==> config.mk <==
export PLATFORM = sky130hd
export DESIGN_NAME = icw_ocw_write_sequencer
export DESIGN_NICKNAME = d
export VERILOG_FILES = /design/src/rtl/icw_ocw_write_sequencer.sv
export SDC_FILE = /design/constraint.sdc
export NUM_CORES = 1
export LEC_CHECK = 0
export BUFFER_PORTS_ARGS = -buffer_cell sky130_fd_sc_hd__buf_4
export CAP_MARGIN = 30
export CORE_MARGIN = 2
export CORE_UTILIZATION = 30
export DETAILED_ROUTE_END_ITERATION = 7
export GPL_ROUTABILITY_DRIVEN = 0
export SLEW_MARGIN = 0
export SYNTH_ARGS = -nofsm -noshare
export SYNTH_HDL_FRONTEND = slang
export SYNTH_SLANG_ARGS = --single-unit
export TNS_END_PERCENT = 20
==> constraint.sdc <==
create_clock -name clock -period 2.3 [get_ports clock]
set_input_delay 0.23 -clock clock [delete_from_list [all_inputs] [get_ports clock]]
set_output_delay 0.23 -clock clock [all_outputs]
set_load 0.03 [all_outputs]
==> src/rtl/icw_ocw_write_sequencer.sv <==
// Decodes CPU writes into ICW1-4 / OCW1-3 one-cycle strobes and tracks the init sequence.
// Optional output sequence_error when SEQUENCE_ERROR_FLAG_EN is defined.
module icw_ocw_write_sequencer (
    input  logic       clock,
    input  logic       reset_n,
    input  logic       chip_select_n,
    input  logic       write_enable_n,
    input  logic       address,
    input  logic [7:0] data_bus_in,
    output logic [7:0] internal_data_bus,
    output logic       write_initial_command_word_1,
    output logic       write_initial_command_word_2,
    output logic       write_initial_command_word_3,
    output logic       write_initial_command_word_4,
    output logic       write_operation_control_word_1_registers,
    output logic       write_operation_control_word_2,
    output logic       write_operation_control_word_3,
    output logic       special_mask_mode,
    output logic       single_or_cascade,
`ifdef SEQUENCE_ERROR_FLAG_EN
    output logic       sequence_error,
`endif
    output logic       icw4_needed
);

    typedef enum logic [2:0] {
        UNINIT,
        WAIT_ICW2,
        WAIT_ICW3,
        WAIT_ICW4,
        READY
    } state_t;

    state_t     state;
    state_t     state_next;

    logic       s_we_n;
    logic       s_cs_n;
    logic       s_a0;
    logic [7:0] s_dat;
    logic       p_we_n;
    logic       p_cs_n;
    logic       p_a0;
    logic [7:0] p_dat;

    logic       write_event;
    logic       is_icw1;
    logic [6:0] strobe;
    logic [6:0] strobe_next;
    logic       smm_next;
    logic       sngl_next;
    logic       ic4_next;

    // Two-deep input pipeline; idle values keep a write held across reset from firing.
    always_ff @(posedge clock or negedge reset_n) begin
        if (!reset_n) begin
            s_we_n <= 1'b1;
            s_cs_n <= 1'b1;
            s_a0   <= 1'b0;
            s_dat  <= 8'h00;
            p_we_n <= 1'b1;
            p_cs_n <= 1'b1;
            p_a0   <= 1'b0;
            p_dat  <= 8'h00;
        end else begin
            s_we_n <= write_enable_n;
            s_cs_n <= chip_select_n;
            s_a0   <= address;
            s_dat  <= data_bus_in;
            p_we_n <= s_we_n;
            p_cs_n <= s_cs_n;
            p_a0   <= s_a0;
            p_dat  <= s_dat;
        end
    end

    assign write_event = !p_we_n && !p_cs_n && s_we_n;
    assign is_icw1     = !p_a0 && p_dat[4];

    always_ff @(posedge clock or negedge reset_n) begin
        if (!reset_n) begin
            state             <= UNINIT;
            strobe            <= 7'b0;
            internal_data_bus <= 8'h00;
            special_mask_mode <= 1'b0;
            single_or_cascade <= 1'b0;
            icw4_needed       <= 1'b0;
        end else begin
            state             <= state_next;
            strobe            <= strobe_next;
            special_mask_mode <= smm_next;
            single_or_cascade <= sngl_next;
            icw4_needed       <= ic4_next;
            if (write_event) begin
                internal_data_bus <= p_dat;
            end
        end
    end

    always_comb begin
        state_next  = state;
        strobe_next = 7'b0;
        smm_next    = special_mask_mode;
        sngl_next   = single_or_cascade;
        ic4_next    = icw4_needed;
        if (write_event) begin
            if (is_icw1) begin
                strobe_next[0] = 1'b1;
                sngl_next      = p_dat[1];
                ic4_next       = p_dat[0];
                smm_next       = 1'b0;
                state_next     = WAIT_ICW2;
            end else begin
                case (state)
                    WAIT_ICW2: if (p_a0) begin
                        strobe_next[1] = 1'b1;
                        if (!single_or_cascade) state_next = WAIT_ICW3;
                        else if (icw4_needed)   state_next = WAIT_ICW4;
                        else                    state_next = READY;
                    end
                    WAIT_ICW3: if (p_a0) begin
                        strobe_next[2] = 1'b1;
                        state_next     = icw4_needed ? WAIT_ICW4 : READY;
                    end
                    WAIT_ICW4: if (p_a0) begin
                        strobe_next[3] = 1'b1;
                        state_next     = READY;
                    end
                    READY: begin
                        if (p_a0) begin
                            strobe_next[4] = 1'b1;
                        end else if (p_dat[3]) begin
                            strobe_next[6] = 1'b1;
                            if (p_dat[6]) smm_next = p_dat[5];
                        end else begin
                            strobe_next[5] = 1'b1;
                        end
                    end
                    default: state_next = state;
                endcase
            end
        end
    end

    assign write_initial_command_word_1             = strobe[0];
    assign write_initial_command_word_2             = strobe[1];
    assign write_initial_command_word_3             = strobe[2];
    assign write_initial_command_word_4             = strobe[3];
    assign write_operation_control_word_1_registers = strobe[4];
    assign write_operation_control_word_2           = strobe[5];
    assign write_operation_control_word_3           = strobe[6];

`ifdef SEQUENCE_ERROR_FLAG_EN
    logic ignored;
    // Any non-ICW1 write in UNINIT, or an A0=0 non-ICW1 write mid-initialisation.
    assign ignored = write_event && !is_icw1 &&
                     ((state == UNINIT) || (!p_a0 && (state != READY)));

    always_ff @(posedge clock or negedge reset_n) begin
        if (!reset_n) begin
            sequence_error <= 1'b0;
        end else if (write_event && is_icw1) begin
            sequence_error <= 1'b0;
        end else if (ignored) begin
            sequence_error <= 1'b1;
        end
    end
`endif

endmodule

==> results by stage <==
Global route:
- The wire length of the first global-routing pass is 4.08 mm.
- Entering global routing, the biggest net connects 44 pins.
- The global-route congestion overflow total is 0.
- The total track usage is 0.106.
- The number of antenna violations at the first check in global routing came to 0.
- The via count of the first global-routing pass is around 870.

Setup path:
- The startpoint type of the worst setup path is a flop.
- Data on the critical path is required at its endpoint by approximately 2.5 ns.
- For the worst setup path, the data arrival time is 2.04 ns.
- By startpoint and endpoint, the worst setup path is classified as reg -> reg.
- The kind of capture point of the worst setup path is a flop.
- The peak fanout along the critical path is 6.

Logic synthesis:
- By area the synthesized netlist is led by sky130_fd_sc_hd__dfrtp_1 67%, sky130_fd_sc_hd__mux2_2 7.7%, sky130_fd_sc_hd__dfstp_2 7.2%.
- Counting every net in the synthesized netlist gives 103.
- The share of synthesized area in the top cell type comes to 0.667.
- The leading area contributor after synthesis is sky130_fd_sc_hd__dfrtp_1.
- The number of synthesized register bits is 43.
- The Yosys step of the flow raised 0 warnings.
- The total standard cell area after synthesis is between 1000 and 1500 um2.
- The share of the yosys chip area belonging to registers is 0.739.
- Dividing the synthesized area by the synthesized cell count gives 16.3 um2.
- The number of different library cells in the post-synthesis netlist is 26.
- After technology mapping, the gate count stands at 90.

Finish:
- The antenna diode count is 0.
- The share of post-route cells with drive strength above 1 is 0.434.
- The filler cell count in the final layout is 444.
- The area growth from synthesis to layout is 27.4%.
- The combined area of the multi-input logic cells is 352 um2.
- After the flow finishes, the layout carries non-filler instances totaling a little under 200.
- The top cell types in the final layout, fill and taps aside, are 39 x sky130_fd_sc_hd__dfrtp_1, 31 x sky130_fd_sc_hd__buf_4, 10 x sky130_fd_sc_hd__mux2_2.
- The net count of the finished layout is approximately 140.
- The leading cell type in the layout, fill and taps excluded is sky130_fd_sc_hd__dfrtp_1.
- Across the whole layout, storage elements account for 1080 um2.
- At the end of the flow the core is filled with cells to 0.394.

Place:
- The quantity of I/O buffers inserted on ports is 30.
- The detailed placement HPWL is 1.70 mm.
- The post-placement cell count is 187.

STA:
- Dividing the final minimum period by the clock period gives 0.807.
- Summed over all failing endpoints, the final setup total negative slack is 0 ns.
- The slew at the pin closest to its max-slew limit is 0.504 ns.
- The final number of max-transition violations is 0.
- The number of hold violations in the final report is 0.
- The clock skew is 0.00850 ns.
- The shortest clock period the worst path allows after layout is 1.86 ns.
- Derived from the worst setup path, the maximum achievable clock frequency is 538 MHz.
- The count of endpoints failing setup in the final report is 0.
- Setup repair after global routing left no endpoint under its margin.
- Hold is met by ~0.025 ns.
- The headroom to the max-slew limit is 0.664.

Run:
- The max capacitance violation total is 0.

Run status:
- The run finished with clean final reports.

Clock network:
- CTS saw 43 sinks.
- TritonCTS built the clock tree.
- The number of buffers created by CTS is 5.
- The H-tree was split into 2 levels.
- The largest buffer count on any clock path is 2.
- CTS placed an instance of sky130_fd_sc_hd__clkbuf_8 at the clock tree root.
- The worst-skew pair later-pin latency is ~0.3 ns.
- After clock tree synthesis, the clock-pin slew on the worst setup and hold paths is 0.08 ns.

Hold path:
- The worst hold path belongs to the class in -> reg.

Die:
- The placeable core region is ~4700 um2.
- 31 I/O pins were placed.
- From left edge to right edge, the die measures 73.8 um.
- The die is 73.8 um tall.
- The starting utilization of the core area is 0.310.
- The total die area is 5450 um2.
- In this run the core area contains 25 standard-cell rows.

Pwr:
- The static leakage power is 0.869 nW.
- The power per standard cell area is 930 nW/um2.
- The peak supply drop is 296 uV.
- The post-layout total power is 0.00173 W.

Routing:
- For this block, the initial DRC count from the detailed router was slightly above 80.
- The detailed-route vias per instance is approximately 4.2.
- The first TritonRoute pass finished after 4 iterations.
- Detailed routing inserted a total of 832 vias.
- After detailed routing, the average wire length per cell comes to approximately 12 um.
- Once detail routing completed, the nets flagged for antenna violations numbered 0.
- After detailed routing, the total wire length is 2.44 mm.
- The post-route DRC violation count is 0.
[synthesized netlist by cell type]
cell and count:
sky130_fd_sc_hd__inv_1 5, sky130_fd_sc_hd__nor4bb_1 1, sky130_fd_sc_hd__nor3b_2 1, sky130_fd_sc_hd__nand2b_1 2, sky130_fd_sc_hd__mux2i_1 1, sky130_fd_sc_hd__o21bai_1 1, sky130_fd_sc_hd__a211oi_4 1, sky130_fd_sc_hd__dfstp_2 4
sky130_fd_sc_hd__mux2_4 2, sky130_fd_sc_hd__nor2b_1 2, sky130_fd_sc_hd__nor3_1 2, sky130_fd_sc_hd__and3b_1 1, sky130_fd_sc_hd__nor2_1 4, sky130_fd_sc_hd__a311o_1 1, sky130_fd_sc_hd__nand2_1 2, sky130_fd_sc_hd__and3_1 1
sky130_fd_sc_hd__mux2_2 10, sky130_fd_sc_hd__or3b_1 1, sky130_fd_sc_hd__a211oi_1 1, sky130_fd_sc_hd__dfrtp_1 39, sky130_fd_sc_hd__nand4_1 1, sky130_fd_sc_hd__nor3b_1 1, sky130_fd_sc_hd__buf_6 1, sky130_fd_sc_hd__nand3_1 2
sky130_fd_sc_hd__o221ai_1 2, sky130_fd_sc_hd__a211o_1 1
[metrics by stage]
step	setup slack (ns)	instance area [um2]
2_1_floorplan	0.581	1460
3_3_place_gp	0.512	1770
3_5_place_dp	0.453	1770
4_1_cts	0.430	1860
5_1_grt	0.377	1860
6_report	0.443	1860
[power by group]
group,switching (W),internal [W]
Sequential,0.0000802,0.000842
Clock,0.000257,0.000212
Combinational,0.000181,0.000160
[final timing paths]
path	from	end	slack (ns)	cells after the start
worst max-delay path	s_we_n	state[2]	0.44	3
worst min-delay path	address	s_a0	0.03	1
worst max register to register	s_we_n	state[2]	0.44	3
worst min register to register	s_dat[6]	p_dat[6]	0.35	0
max in group asynchronous	reset_n	s_we_n	1.49	2
min in group asynchronous	reset_n	strobe[5]	0.44	2
[per-layer routing]
layer  GRT usage  vias up  share of wire
li1            -      381              -
met1       0.121      417           0.41
met2       0.163       27           0.50
met3      0.0357        7          0.061
met4      0.0788        0          0.034
met5           0        -              0
[registers in the layout (all words and copies together) (netlist names)]
name and count:
strobe 7, s_we_n 1, p_cs_n 1, icw4_needed 1
single_or_cascade 1, p_dat 8, internal_data_bus 8, s_dat 8
p_we_n 1, s_cs_n 1, s_a0 1, special_mask_mode 1
state 3, p_a0 1
[cell families (layout without fill, tap and decap cells)]
kind of cell / count (synthesis) / count (layout) / share of synthesized area
compound gates: 7 / 7 / 0.0488
mux: 13 / 13 / 0.104
simple gates: 21 / 21 / 0.0873
flops: 43 / 43 / 0.739
buf+inv: 6 / 45 / 0.0205
[layout make-up]
class,instances,area share
Sequential cell,43,0.580
Inverter,5,0.0101
Tap cell,67,0.0450
Clock buffer,6,0.0390
Clock inverter,2,0.00672
Multi-Input combinational cell,41,0.189
Timing Repair Buffer,32,0.130
[critical path: stages, from the launching register on]
cell and delay [ns]:
sky130_fd_sc_hd__dfstp_2 0.54, sky130_fd_sc_hd__or3b_1 0.50, sky130_fd_sc_hd__a211oi_4 0.37, sky130_fd_sc_hd__mux2_4 0.33
[repair_timing]
item                                    in CTS  in global routing
endpoints found under the setup margin       0                  0
setup buffers                                0                  0
endpoints found under the hold margin       39                  0
hold buffers                                 1                  0
resized for setup                            0                  0
(Power assumes the default switching activity.)
